[src/rtl/tcam_pkg.sv]
// Command codes, issuer FSM states and idle-bus constants shared by the TCAM
// command issuer and its beat stepper.
package tcam_pkg;

   localparam logic [2:0] MODE_I   = 3'b000;
   localparam logic [2:0] MODE_W   = 3'b001;
   localparam logic [2:0] MODE_R   = 3'b010;
   localparam logic [2:0] MODE_F   = 3'b011;
   localparam logic [2:0] MODE_C   = 3'b100;
   localparam logic [2:0] MODE_RST = 3'b101;

   typedef enum logic [2:0] {
      TM_I   = MODE_I,
      TM_W   = MODE_W,
      TM_R   = MODE_R,
      TM_F   = MODE_F,
      TM_C   = MODE_C,
      TM_RST = MODE_RST
   } tcam_mode_e;

   typedef enum logic [2:0] {
      ST_IDLE,
      ST_ISSUE,
      ST_RDWAIT,
      ST_RESP,
      ST_GAP
   } issuer_state_e;

   localparam logic [2:0]  ZERO_MODE  = MODE_I;
   localparam logic        ZERO_FLAG  = 1'b0;
   localparam logic [15:0] ZERO_COUNT = 16'd0;

   // I and the two unassigned codes are swallowed at the request port.
   function automatic logic is_cmd(input logic [2:0] m);
      return (m == MODE_W) || (m == MODE_R) || (m == MODE_F) ||
             (m == MODE_C) || (m == MODE_RST);
   endfunction

endpackage

[src/rtl/tcam_beat_step.sv]
// Combinational next-beat generator: address, ID-field and full-data increments
// selected by the latched command mode and its increment flag.
module tcam_beat_step
   import tcam_pkg::*;
#(
   parameter int ID_Width    = 4,
   parameter int AddressSize = 4,
   parameter int Bits        = 8
) (
   input  logic [2:0]             mode,
   input  logic                   inc,
   input  logic [Bits-1:0]        data,
   input  logic [AddressSize-1:0] a,
   output logic [Bits-1:0]        data_nxt,
   output logic [AddressSize-1:0] a_nxt
);

   logic [ID_Width-1:0] hi_inc;
   logic [ID_Width-1:0] lo_inc;

   assign hi_inc = data[Bits-1 -: ID_Width] + ID_Width'(1);
   assign lo_inc = data[ID_Width-1:0] + ID_Width'(1);

   always_comb begin
      data_nxt = data;
      a_nxt    = a;
      case (tcam_mode_e'(mode))
         TM_W: begin
            a_nxt = a + AddressSize'(1);
            // The two ID fields of a write entry step independently.
            if (inc) begin
               data_nxt[Bits-1 -: ID_Width] = hi_inc;
               data_nxt[ID_Width-1:0]       = lo_inc;
            end
         end
         TM_C: if (inc) data_nxt = data + Bits'(1);
         TM_F: if (inc) data_nxt[ID_Width-1:0] = lo_inc;
         TM_R: a_nxt = a + AddressSize'(1);
         default: ;
      endcase
   end

endmodule

[src/rtl/tcam_cmd_issuer.sv]
// Sequences valid/ready requests onto the TCAM Mem bus (beats, idle gap, read wait/response).
// Bus outputs registered, first beat one cycle after handshake; optional TCAM_CMD_COUNT_EN beat counter.
module tcam_cmd_issuer
   import tcam_pkg::*;
#(
   parameter int ID_Width    = 4,
   parameter int AddressSize = 4,
   parameter int Bits        = 8,
   parameter int RD_LAT      = 1
) (
   input  logic                   clk,
   input  logic                   rst_n,
   input  logic                   Req_Valid,
   output logic                   Req_Ready,
   input  logic [2:0]             Req_Mode,
   input  logic [Bits-1:0]        Req_Data,
   input  logic [Bits-1:0]        Req_Mskb,
   input  logic [AddressSize-1:0] Req_A,
   input  logic                   Req_Dcs,
   input  logic                   Req_Vbe,
   input  logic                   Req_Vbi,
   input  logic [4:0]             Req_Len,
   input  logic                   Req_Inc,
   output logic [2:0]             MODE,
   output logic [Bits-1:0]        Data_Out,
   output logic [Bits-1:0]        Mskb_Out,
   output logic [AddressSize-1:0] A_Out,
   output logic                   Dcs_Out,
   output logic                   Vbe_Out,
   output logic                   Vbi_Out,
   output logic [ID_Width-1:0]    PacketID_Out,
   input  logic [Bits-1:0]        Mem_Rd_Data,
   input  logic                   Mem_Vbo,
   output logic                   Rsp_Valid,
   input  logic                   Rsp_Ready,
   output logic [Bits-1:0]        Rsp_Data,
   output logic                   Rsp_Vbo,
   output logic [AddressSize-1:0] Rsp_A
`ifdef TCAM_CMD_COUNT_EN
   ,
   input  logic                   Cmd_Count_Clr,
   output logic [15:0]            Cmd_Count
`endif
);

   issuer_state_e          state, state_nxt;
   logic [2:0]             cur_mode, mode_nxt;
   logic [Bits-1:0]        cur_data, data_nxt, cur_mskb, mskb_nxt, step_data;
   logic [AddressSize-1:0] cur_a, a_nxt, step_a;
   logic                   cur_dcs, dcs_nxt, cur_vbe, vbe_nxt, cur_vbi, vbi_nxt;
   logic                   cur_inc, inc_nxt;
   logic [4:0]             beats, beats_nxt;
   logic [2:0]             rd_cnt, rd_cnt_nxt;
   logic                   rsp_cap, rsp_done;

   logic [2:0]             bus_mode;
   logic [Bits-1:0]        bus_data, bus_mskb;
   logic [AddressSize-1:0] bus_a;
   logic                   bus_dcs, bus_vbe, bus_vbi;
   logic [ID_Width-1:0]    bus_pid;

   assign Req_Ready = (state == ST_IDLE);
   assign rsp_done  = (state == ST_RESP) && Rsp_Ready;

   tcam_beat_step #(
      .ID_Width    (ID_Width),
      .AddressSize (AddressSize),
      .Bits        (Bits)
   ) u_step (
      .mode     (cur_mode),
      .inc      (cur_inc),
      .data     (cur_data),
      .a        (cur_a),
      .data_nxt (step_data),
      .a_nxt    (step_a)
   );

   always_comb begin
      state_nxt  = state;
      mode_nxt   = cur_mode;
      data_nxt   = cur_data;
      mskb_nxt   = cur_mskb;
      a_nxt      = cur_a;
      dcs_nxt    = cur_dcs;
      vbe_nxt    = cur_vbe;
      vbi_nxt    = cur_vbi;
      inc_nxt    = cur_inc;
      beats_nxt  = beats;
      rd_cnt_nxt = rd_cnt;
      rsp_cap    = 1'b0;
      case (state)
         ST_IDLE: if (Req_Valid) begin
            mode_nxt  = Req_Mode;
            data_nxt  = Req_Data;
            mskb_nxt  = Req_Mskb;
            a_nxt     = Req_A;
            dcs_nxt   = Req_Dcs;
            vbe_nxt   = Req_Vbe;
            vbi_nxt   = Req_Vbi;
            inc_nxt   = Req_Inc;
            beats_nxt = (Req_Mode == MODE_RST || Req_Len == 5'd0) ? 5'd1 : Req_Len;
            if (is_cmd(Req_Mode)) state_nxt = ST_ISSUE;
         end
         ST_ISSUE: begin
            if (cur_mode == MODE_R) begin
               state_nxt  = ST_RDWAIT;
               rd_cnt_nxt = 3'(RD_LAT);
            end else if (beats == 5'd1) begin
               state_nxt = ST_GAP;
            end else begin
               beats_nxt = beats - 5'd1;
               data_nxt  = step_data;
               a_nxt     = step_a;
            end
         end
         ST_RDWAIT: begin
            // Read data is valid in the last wait cycle; capture it on leaving.
            if (rd_cnt == 3'd1) begin
               rsp_cap   = 1'b1;
               state_nxt = ST_RESP;
            end else begin
               rd_cnt_nxt = rd_cnt - 3'd1;
            end
         end
         ST_RESP: if (Rsp_Ready) begin
            if (beats > 5'd1) begin
               beats_nxt = beats - 5'd1;
               a_nxt     = step_a;
               state_nxt = ST_ISSUE;
            end else begin
               state_nxt = ST_GAP;
            end
         end
         ST_GAP:  state_nxt = ST_IDLE;
         default: state_nxt = ST_IDLE;
      endcase
   end

   // Bus values for the coming cycle; Dcs holds its last command value when idle.
   always_comb begin
      bus_mode = ZERO_MODE;
      bus_data = '0;
      bus_mskb = '0;
      bus_a    = '0;
      bus_dcs  = Dcs_Out;
      bus_vbe  = ZERO_FLAG;
      bus_vbi  = ZERO_FLAG;
      bus_pid  = '0;
      if (state_nxt == ST_ISSUE) begin
         bus_mode = mode_nxt;
         bus_dcs  = dcs_nxt;
         case (mode_nxt)
            MODE_W: begin
               bus_data = data_nxt;
               bus_mskb = mskb_nxt;
               bus_a    = a_nxt;
               bus_vbe  = vbe_nxt;
               bus_vbi  = vbi_nxt;
            end
            MODE_C: begin
               bus_data = data_nxt;
               bus_mskb = mskb_nxt;
            end
            MODE_F: bus_pid = data_nxt[ID_Width-1:0];
            MODE_R: begin
               bus_a   = a_nxt;
               bus_vbe = vbe_nxt;
            end
            default: ;
         endcase
      end
   end

   always_ff @(posedge clk or negedge rst_n) begin
      if (!rst_n) begin
         state        <= ST_IDLE;
         cur_mode     <= ZERO_MODE;
         cur_data     <= '0;
         cur_mskb     <= '0;
         cur_a        <= '0;
         cur_dcs      <= ZERO_FLAG;
         cur_vbe      <= ZERO_FLAG;
         cur_vbi      <= ZERO_FLAG;
         cur_inc      <= ZERO_FLAG;
         beats        <= '0;
         rd_cnt       <= '0;
         MODE         <= ZERO_MODE;
         Data_Out     <= '0;
         Mskb_Out     <= '0;
         A_Out        <= '0;
         Dcs_Out      <= ZERO_FLAG;
         Vbe_Out      <= ZERO_FLAG;
         Vbi_Out      <= ZERO_FLAG;
         PacketID_Out <= '0;
         Rsp_Valid    <= ZERO_FLAG;
         Rsp_Data     <= '0;
         Rsp_Vbo      <= ZERO_FLAG;
         Rsp_A        <= '0;
      end else begin
         state        <= state_nxt;
         cur_mode     <= mode_nxt;
         cur_data     <= data_nxt;
         cur_mskb     <= mskb_nxt;
         cur_a        <= a_nxt;
         cur_dcs      <= dcs_nxt;
         cur_vbe      <= vbe_nxt;
         cur_vbi      <= vbi_nxt;
         cur_inc      <= inc_nxt;
         beats        <= beats_nxt;
         rd_cnt       <= rd_cnt_nxt;
         MODE         <= bus_mode;
         Data_Out     <= bus_data;
         Mskb_Out     <= bus_mskb;
         A_Out        <= bus_a;
         Dcs_Out      <= bus_dcs;
         Vbe_Out      <= bus_vbe;
         Vbi_Out      <= bus_vbi;
         PacketID_Out <= bus_pid;
         if (rsp_cap) begin
            Rsp_Valid <= 1'b1;
            Rsp_Data  <= Mem_Rd_Data;
            Rsp_Vbo   <= Mem_Vbo;
            Rsp_A     <= cur_a;
         end else if (rsp_done) begin
            Rsp_Valid <= 1'b0;
         end
      end
   end

`ifdef TCAM_CMD_COUNT_EN
   // Counts in step with the bus, so it already includes the beat being driven.
   always_ff @(posedge clk or negedge rst_n) begin
      if (!rst_n)                      Cmd_Count <= ZERO_COUNT;
      else if (Cmd_Count_Clr)          Cmd_Count <= ZERO_COUNT;
      else if (state_nxt == ST_ISSUE)  Cmd_Count <= Cmd_Count + 16'd1;
   end
`endif

endmodule

[config.mk]
export PLATFORM = sky130hd
export DESIGN_NAME = tcam_cmd_issuer
export DESIGN_NICKNAME = d
export VERILOG_FILES = /design/src/rtl/tcam_pkg.sv /design/src/rtl/tcam_beat_step.sv /design/src/rtl/tcam_cmd_issuer.sv
export SDC_FILE = /design/constraint.sdc
export NUM_CORES = 1
export LEC_CHECK = 0
export CORE_ASPECT_RATIO = 2
export CORE_MARGIN = 2
export CORE_UTILIZATION = 30
export CTS_CLUSTER_DIAMETER = 120
export DETAILED_ROUTE_END_ITERATION = 16
export PLACE_DENSITY = 0.57
export RECOVER_POWER = 25
export SYNTH_ARGS = -nofsm -noshare
export SYNTH_HDL_FRONTEND = slang
export SYNTH_HIERARCHICAL = 1
export SYNTH_SLANG_ARGS = --single-unit
[constraint.sdc]
create_clock -name clk -period 1.95 [get_ports clk]
set_input_delay 0.39 -clock clk [delete_from_list [all_inputs] [get_ports clk]]
set_output_delay 0.39 -clock clk [all_outputs]
set_load 0.01 [all_outputs]
Word-level counts from Yosys, hierarchy flattened
Index checks and enable logic that the tools add are counted.
- flip-flop bits (word level): 82
- input bits: 45
- output and inout port bits: 45
- word-level logic and storage cells: 134
- add/subtract/negate cells: 6
- order comparisons: 1
- equality and inequality tests: 26
- muxes and demuxes: 61
- reduce and logical (&&, ||, !) cells: 17
- operator list (kind ; number):
    8-bit two-way mux ; 11
    4-bit two-way mux ; 11
    3-bit two-way mux ; 12
    5-bit two-way mux ; 6
    3-bit by 2-bit equality test with 1-bit output, second input constant ; 8
    4-bit one-hot mux with 3 select lines ; 2
    3-bit by 1-bit equality test with 1-bit output, second input constant ; 6
    8-bit one-hot mux with 2 select lines ; 1
    5-bit one-hot mux with 3 select lines ; 1
    1-bit two-way mux ; 14
    4-bit by 1-bit adder with 4-bit output, second input constant ; 3
    3-bit equality test, second input constant ; 4
    2-bit inequality test, second input constant ; 6
    3-bit one-hot mux with 4 select lines ; 1
    8-bit by 1-bit adder with 8-bit output, second input constant ; 1
    4-bit one-hot mux with 2 select lines ; 1
    3-bit one-hot mux with 2 select lines ; 1
    6-bit AND reduction ; 1
    2-bit OR reduction ; 3
    5-bit by 1-bit equality test with 1-bit output, second input constant ; 1
    5-bit by 1-bit > comparator with 1-bit output, second input constant ; 1
    5-bit logical NOT ; 1
    1-bit logical OR ; 5
    5-bit by 1-bit subtractor with 5-bit output, second input constant ; 1
    other kinds (8) ; 9

Longest topological paths before layout
Gate-level depths: netlist (run 1).
- depth in word-level cells: 10
- mapped depth: 8
- mapped depth without buffers: 7

Modules after synthesis
The synthesis (run 1) kept the hierarchy.
- by module, submodules not included (module ; instances ; cells an instance ; area an instance (um^2) ; seq. area each (um^2)):
    tcam_cmd_issuer ; 1 ; 264 ; 3397.0 ; 2052.0
    tcam_beat_step ; 1 ; 41 ; 294.0 ; 0.0

Worst setup path after synthesis (run 1)
OpenSTA, ideal clock, no wires.
- kind: register to register
- start: reg beats[1]
- end: reg A_Out[0]
- setup time: 134 ps
- arrival: 2003 ps
- path slack: -186 ps
- stages on the path, launching flop included: 8
- buffers on the path: 0
- period minus slack after synthesis: 2136 ps
- cells stage by stage: dfrtp_1 > inv_1 > ha_1 > or4b_1 > nor3b_4 > or2_2 > a222oi_1 > nor2b_1
- word-level cells in the longest chain between the ends: 6
- elaborated cells between the ends (all ways): 15
- classes of those cells: 1 x order compare; 2 x eq/ne; 12 x mux
- ends and longest elaborated chain (element ; line ; RTL):
    from (decl) ; tcam_cmd_issuer.sv:52 ; logic [4:0] beats, beats_nxt;
    from (signal assigned) ; tcam_cmd_issuer.sv:209 ; beats <= beats_nxt;
    5-bit by 1-bit > comparator with 1-bit output or 5-bit by 1-bit equality test with 1-bit output (tied branches) ; tcam_cmd_issuer.sv:126, tcam_cmd_issuer.sv:108 ;
    3-bit two-way mux, or another cell as far along ; tcam_cmd_issuer.sv:126 ; if (beats > 5'd1) begin
    3-bit two-way mux, or another cell as far along ; tcam_cmd_issuer.sv:125 ; ST_RESP: if (Rsp_Ready) begin
    3-bit one-hot mux with 4 select lines or 4-bit one-hot mux with 3 select lines (tied branches) ; tcam_cmd_issuer.sv:91 ; case (state)
    3-bit by 1-bit equality test with 1-bit output or 4-bit two-way mux (tied branches) ; tcam_cmd_issuer.sv:149, tcam_cmd_issuer.sv:152 ;
    4-bit two-way mux (*) ; tcam_cmd_issuer.sv:149 ; if (state_nxt == ST_ISSUE) begin
    net bus_a[0] ; tcam_cmd_issuer.sv:58 ; logic [AddressSize-1:0] bus_a;
    to (signal assigned) ; tcam_cmd_issuer.sv:214 ; A_Out <= bus_a;
    to (decl) ; tcam_cmd_issuer.sv:27 ; output logic [AddressSize-1:0] A_Out,
Mark *: on every way through the listed nets, which the timed path passes. The rest lies on a longest branch.
A chain may end at the register's enable or synchronous reset.

Worst setup path in the final report (run 1)
- start: reg beats[1]
- end: reg Dcs_Out
- word-level cells in the longest chain between the ends: 5
- elaborated cells between the ends (all ways): 8
- classes of those cells: 1 x order compare; 2 x eq/ne; 5 x mux
- ends and longest elaborated chain (element ; line ; RTL):
    5-bit by 1-bit > comparator with 1-bit output or 5-bit by 1-bit equality test with 1-bit output (tied branches) ; tcam_cmd_issuer.sv:126, tcam_cmd_issuer.sv:108 ;
    3-bit two-way mux, on equally long branches ; tcam_cmd_issuer.sv:126, tcam_cmd_issuer.sv:108 ;
    3-bit two-way mux, on equally long branches ; tcam_cmd_issuer.sv:125, tcam_cmd_issuer.sv:105 ;
    3-bit one-hot mux with 4 select lines (*) ; tcam_cmd_issuer.sv:91 ;
    3-bit by 1-bit equality test with 1-bit output (*) ; tcam_cmd_issuer.sv:149 ;
    to (signal assigned) ; tcam_cmd_issuer.sv:215 ; Dcs_Out <= bus_dcs;
    to (decl) ; tcam_cmd_issuer.sv:28 ; output logic Dcs_Out,
Every way passes the cells marked *; elsewhere a longest branch is shown, timed or not.

==> results of run 1 <==
[flip-flops by register name, summed over array words and instances, names as in the netlist]
register	cells
state	3
cur_vbi	1
Mskb_Out	8
Rsp_Valid	1
Data_Out	8
cur_data	8
cur_mode	3
Rsp_Data	8
cur_vbe	1
A_Out	4
cur_inc	1
PacketID_Out	4
Rsp_A	4
cur_mskb	8
Vbe_Out	1
Vbi_Out	1
Rsp_Vbo	1
cur_a	4
cur_dcs	1
MODE	3
Dcs_Out	1
beats	5
rd_cnt	3
[worst paths after layout]
path / startpoint / endpoint / slack [ns]
worst max-delay path: beats[1] / Dcs_Out / -0.14
worst max register to register: beats[1] / Dcs_Out / -0.14
worst min register to register: Rsp_Valid / Rsp_Valid / 0.49
min in group clk: Rsp_Valid / Rsp_Valid / 0.49
max in group asynchronous: rst_n / MODE[2] / 0.95
worst min-delay path: rst_n / cur_data[6] / 0.24
[repair_timing]
item,4_1_cts,5_1_grt
resized for setup,33,28
buffers inserted,11,11
pin swaps,14,15
gates cloned,1,0
setup endpoints to repair,45,42
endpoints found under the hold margin,0,0
[routing by layer]
layer	vias up	part of all wire, %	GRT usage [%]
met5	-	0	0
met4	0	3.1	8.56
met3	20	3.3	3.09
met2	64	59	30.6
met1	1500	34	16.1
li1	1410	-	-
[power by group through the flow]
| stage | sequential, mW | combinational, mW | clock [mW] |
|---|---|---|---|
| after floorplan | 2.99 | 2.41 | 0 |
| after global placement | 2.86 | 4.59 | 0 |
| after detailed placement | 2.88 | 4.69 | 0 |
| after CTS | 2.86 | 5.18 | 1.71 |
| after global routing | 2.94 | 6.14 | 1.80 |
| final | 2.85 | 5.67 | 1.66 |
[placed cells by master, fill, tap and decap left out, drive strengths merged, types with 2 or more instances in the layout]
master         count
ha                 7
nand3b             2
or3                2
nor4               4
and3               2
nor3               6
o21ai              8
xor2               7
a31oi              3
a311oi             2
nor2              25
xnor2              6
or2                3
nor3b              5
nand3              3
and2b              3
clkinvlp           2
dfrtp             82
nand4              5
mux2              29
nand2             11
and2               2
mux2i              3
clkbuf            11
inv               26
buf               72
nand2b             3
nor2b             14
a22o               2
a222oi            12
a21oi              5
clkdlybuf4s50     87
nand4b             2
or3b               2
[Yosys cell counts, types with 4 or more instances]
library cell  count
nand4_1           4
inv_1            22
mux2_2           29
a222oi_1         12
nor4_1            4
dfrtp_1          82
nor2b_1          12
ha_1              7
a21oi_1           5
xnor2_1           6
nand2_1           9
nor3_1            6
nor2_1           25
xor2_1            7
o21ai_0           6
[cell families after synthesis]
kind of cell    count (synthesis)
mux                            32
fa+ha+maj                       7
compound gates                 41
flops                          82
simple gates                   99
xor+xnor                       13
buf+inv                        31
[metrics by stage]
| stage | hold slack (ns) | instance area (sq um) | setup TNS (ns) | worst slack (ns) |
|---|---|---|---|---|
| 5_1_grt | 0.317 | 5890 | -6.23 | -0.258 |
| 3_3_place_gp | 0.410 | 5180 | -13.70 | -0.412 |
| 6_report | 0.237 | 5890 | -2.85 | -0.144 |
| 3_5_place_dp | 0.422 | 5180 | -13.37 | -0.416 |
| 4_1_cts | 0.0500 | 5690 | -2.59 | -0.138 |
| 2_1_floorplan | 0.0944 | 3750 | -0.675 | -0.0882 |
[area by class of cell]
cell class | count | area, sq um | share of cell area, %
sequential | 82 | 2050 | 34.9
multi-input combinational | 192 | 1740 | 29.5
timing repair buffer | 162 | 1530 | 26.0
clock buffer | 9 | 225 | 3.83
tap | 147 | 184 | 3.12
inverter | 22 | 82.6 | 1.40
clock inverter | 7 | 71.3 | 1.21
==> results.ini, run 1 <==
[place]
placed_cells = 582
gp_congestion = 0.811
io_buffer_count = 89
dp_hpwl_microns = 7430

[global_route]
grt_max_degree = 41
grtUsageTotal_pct = 16.4
grt_pass1_vias = 3339
grt_first_pass_wirelength_microns = 16300
antenna_found_initial = 0
grt.overflow.total = 0

[synth]
syn-instance-count = 305
synth_top_family_by_area = simple AND/OR/NAND/NOR gates
synth_top_cell_by_area = dfrtp_1
synth_cell_type_count = 59
synth-compound-area-share_pct = 8.68
synth_edf_count = 0
yosysWarnings = 6
ys_seq_area_share_pct = 55.6
ys.flop_type = dfrtp_1
synthXorXnorAreaFrac_pct = 3.08
synthAdderAreaFrac_pct = 2.37
synthMuxAreaShare_pct = 10.0
synth_seq_cells = 82
synth_area_leaders = dfrtp_1 56%, mux2_2 8.8%, a222oi_1 3.3%
syn_nets = 357
async_reset_ff_share_pct = 100
synth_top_area_share_pct = 55.6
avgSynthCellArea_sq_um = 12.1
syn_area_sq_um = 3690
synthSimpleGateAreaFrac_pct = 16.7

[cts]
cts_root_buffer = clkbuf_16
cts_buffers = 9
cts.clk_slew.worst_paths_ns = 0.07
cts_tree = built
cts_max_path_buffers = 2
clock_latency_ns = 0.34
cts_sinks = 82
ctsHoldBuffers = 0
cts_max_level = 3

[pwr]
seqPwrFrac_pct = 28.0
p_sw_share_pct = 36.5
power_frac_comb_pct = 55.7
switching_power_mw = 3.72
clockPowerShare_pct = 16.3
p_int_mw = 6.46
ir_worst_vdd_mv = 0.888
power_density_nw_per_um2 = 1730
power_mw = 10.2
static-leakage-power_nw = 2.63

[detailed_routing]
wl_per_cell_microns = 16.1
vias = 2994
via_per_inst = 4.82
routed_wl_microns = 9990
drt-initial-drc-count = 179
remaining_drc_errors = 0
dr.pass1.iters = 5
ant_nets = 0

[critical_path]
cpMostUsedCell = buf_6
worstPathCellList = inv_2, ha_4, or4b_4, buf_6, nor3_4, nor3b_4, buf_6, nand2_4, mux2_4
crit_type = reg2reg
startpoint_type = flip-flop
path_depth = 9
cp.required_ns = 2.18
rr_worst_depth = 9
cp_num_buf_inv = 3
worst-path-max-fanout = 8
max_stage_delay_ns = 0.47
cp_slowest_cell = or4b_4
critPathArrivalTime_ns = 2.32
critical_path.top_delay_family = simple AND/OR/NAND/NOR gates
endpoint_kind = flip-flop

[timing]
rsz0062_at_grt = true
setup_ws_ns = -0.144
hold_viol = 0
slew_headroom_pct = 27.9
drv_slew = 0
clock.fmax_ghz = 0.477
finalClockSkew_ns = 0.00898
tightestPinTransition_ns = 1.08
setup_viol = 40
finalCritPeriodShare_pct = 107
min_period_ns = 2.09

[outcome]
violations = negative setup slack
status = complete, but fails checks

[floorplanning]
row_count = 57
io_pins = 90
die_area_sq_um = 13300
design.core.area_sq_um = 12100
die_x_microns = 82.4
die_h_microns = 161
start_util_pct = 30.6

[cells_and_area]
area_growth_pct = 59.5
fillers = 1092
drive_above_1_share_pct = 35.4
n_antenna_cell = 0
fin_util_pct = 48.8
layout.nets = 521
final_cell_count_no_fill = 621

[min_path]
worstHoldPathType = in2async

[flow_run]
drv_cap = 0

Note: power is estimated with default switching activity, not from simulation.
==> run 2: changes to the inputs <==
Settings changed: CORE_UTILIZATION 30 to 45, PLACE_DENSITY 0.57 to 0.77.
Clock period 1.95 ns to 1.8 ns, I/O delays scaled along.
==> run 2 against run 1 <==
  * The run still ends with negative setup slack left
  * Utilization rose by 23 points
  * Power is 8.0% higher
  * Critical path type unchanged
  * Count of clock-buffer cells in the layout is 2 higher
  * Register-to-register slack worse by 0.23 ns
  * Sequential power up 8.4%
  * Combinational power rose by 7.9%
  * Wire length decreased by 2.3%
  * Clock power increased by 8%
  * Setup slack lost 0.23 ns
  * Worst hold slack got worse by 0.022 ns
==> results.ini, run 2 (synthesis results as in run 1) <==
[outcome]
status = complete, but fails checks
violations = negative setup slack

[pwr]
power_mw = 11.0
switching_power_mw = 3.98
ir_worst_vdd_mv = 1.30
p_int_mw = 7.02
power_frac_comb_pct = 55.6
clockPowerShare_pct = 16.3
seqPwrFrac_pct = 28.1
p_sw_share_pct = 36.2
static-leakage-power_nw = 2.55
power_density_nw_per_um2 = 1930

[global_route]
grt.overflow.total = 0
grtUsageTotal_pct = 23.8
grt_pass1_vias = 3272
antenna_found_initial = 0
grt_max_degree = 45
grt_first_pass_wirelength_microns = 15800

[detailed_routing]
drt-initial-drc-count = 226
remaining_drc_errors = 0
routed-wl-met2_microns = 5650
via_per_inst = 5.39
dr_wl_met3_microns = 346
wl_per_cell_microns = 17.5
ant_nets = 0
vias = 3000
dr.pass1.iters = 4
top_layer = met4
routed_wl_microns = 9760
met1_length_microns = 3430

[critical_path]
startpoint_type = flip-flop
cp_slowest_cell = or4b_4
cpMostUsedCell = buf_4
max_stage_delay_ns = 0.49
crit_type = reg2reg
cp.required_ns = 2.03
worstPathCellList = inv_2, ha_4, or4b_4, buf_4, nor3_2, nor3b_2, buf_4, nand4_4, buf_8, and2b_1
critical_path.top_delay_family = simple AND/OR/NAND/NOR gates
cp_num_buf_inv = 4
worst-path-max-fanout = 9
critPathArrivalTime_ns = 2.41
endpoint_kind = flip-flop

[cells_and_area]
n_antenna_cell = 0
drive_above_1_share_pct = 33.0
layout_common_cells = 87 x clkdlybuf4s50_1, 79 x dfrtp_1, 44 x buf_4
layout.nets = 508
layout_commonest_cell = clkdlybuf4s50_1
area_growth_pct = 54.2

[flow_run]
drv_cap = 0

[cts]
cts_root_buffer = clkbuf_16
cts_max_level = 3
cts_max_path_buffers = 2
clock_latency_ns = 0.34
cts.clk_slew.worst_paths_ns = 0.06
cts_buffers = 9
cts_sinks = 82
cts_tree = built

[floorplanning]
die_x_microns = 68.0
row_count = 46
start_util_pct = 46.5
io_pins = 90
design.core.area_sq_um = 7940
die_h_microns = 132
die_area_sq_um = 8990

[place]
dp_hpwl_microns = 6930
io_buffer_count = 89
pre_cts_slack_ns = -0.541
gp_congestion = 0.764

[timing]
tightestPinTransition_ns = 1.08
rsz0062_at_grt = true
setup_ws_ns = -0.378
clock.fmax_ghz = 0.459
timing.hold.ws_ns = 0.214
hold_viol = 0
min_period_ns = 2.18
setup_viol = 46
drv_slew = 0
finalClockSkew_ns = 0.00512
finalCritPeriodShare_pct = 121
slew_headroom_pct = 28.2

[min_path]
worstHoldPathType = in2async

[run 2: timing repair]
action / CTS / global route
endpoints found under the setup margin: 48 / 55
buffers inserted: 13 / 2
hold buffers: 0 / 0
resized for setup: 45 / 16
hold endpoints to repair: 0 / 0
gates cloned: 1 / 0
pin swaps: 17 / 5
[run 2: power by group through the flow]
stage	combinational (mW)	sequential, mW	clock [mW]
5_1_grt	6.59	3.17	1.90
4_1_cts	5.86	3.08	1.81
3_5_place_dp	5.06	3.10	0
6_report	6.12	3.09	1.79
2_1_floorplan	2.65	3.24	0
3_3_place_gp	4.89	3.08	0
[run 2: final cells by class]
class / instances / area [sq um]
clock buffer: 11 / 233
clock inverter: 5 / 55.1
fill: 566 / 2250
inverter: 22 / 82.6
multi-input combinational: 192 / 1720
sequential: 82 / 2060
tap: 96 / 120
timing repair buffer: 149 / 1420
[run 2: final timing paths]
path                           start          end  slack [ns]  cells past startpoint
max                         beats[1]  Mskb_Out[3]       -0.38                     10
min                            rst_n  Mskb_Out[6]        0.21                      1
max reg2reg                 beats[1]  Mskb_Out[3]       -0.38                     10
min reg2reg                Rsp_Valid    Rsp_Valid        0.49                      2
max in group asynchronous      rst_n     state[1]        0.80                      2
min in group clk           Rsp_Valid    Rsp_Valid        0.49                      2
[run 2: stage by stage]
step | TNS, ns | std cells | area, sq um | utilization, %
after floorplan | -5.13 | 305 | 3770 | -
after global placement | -19.02 | 527 | 5080 | 64.0
after detailed placement | -20.27 | 527 | 5080 | 64.0
after CTS | -11.91 | 556 | 5620 | 70.7
after global routing | -15.75 | 557 | 5690 | 71.7
final | -11.64 | 557 | 5690 | 71.7
[run 2: layer usage]
metal / vias to the layer above / GRT usage, %
met2: 83 / 41.7
met4: 0 / 13.2
met3: 25 / 3.93
li1: 1387 / -
met1: 1505 / 25.5
met5: - / 0
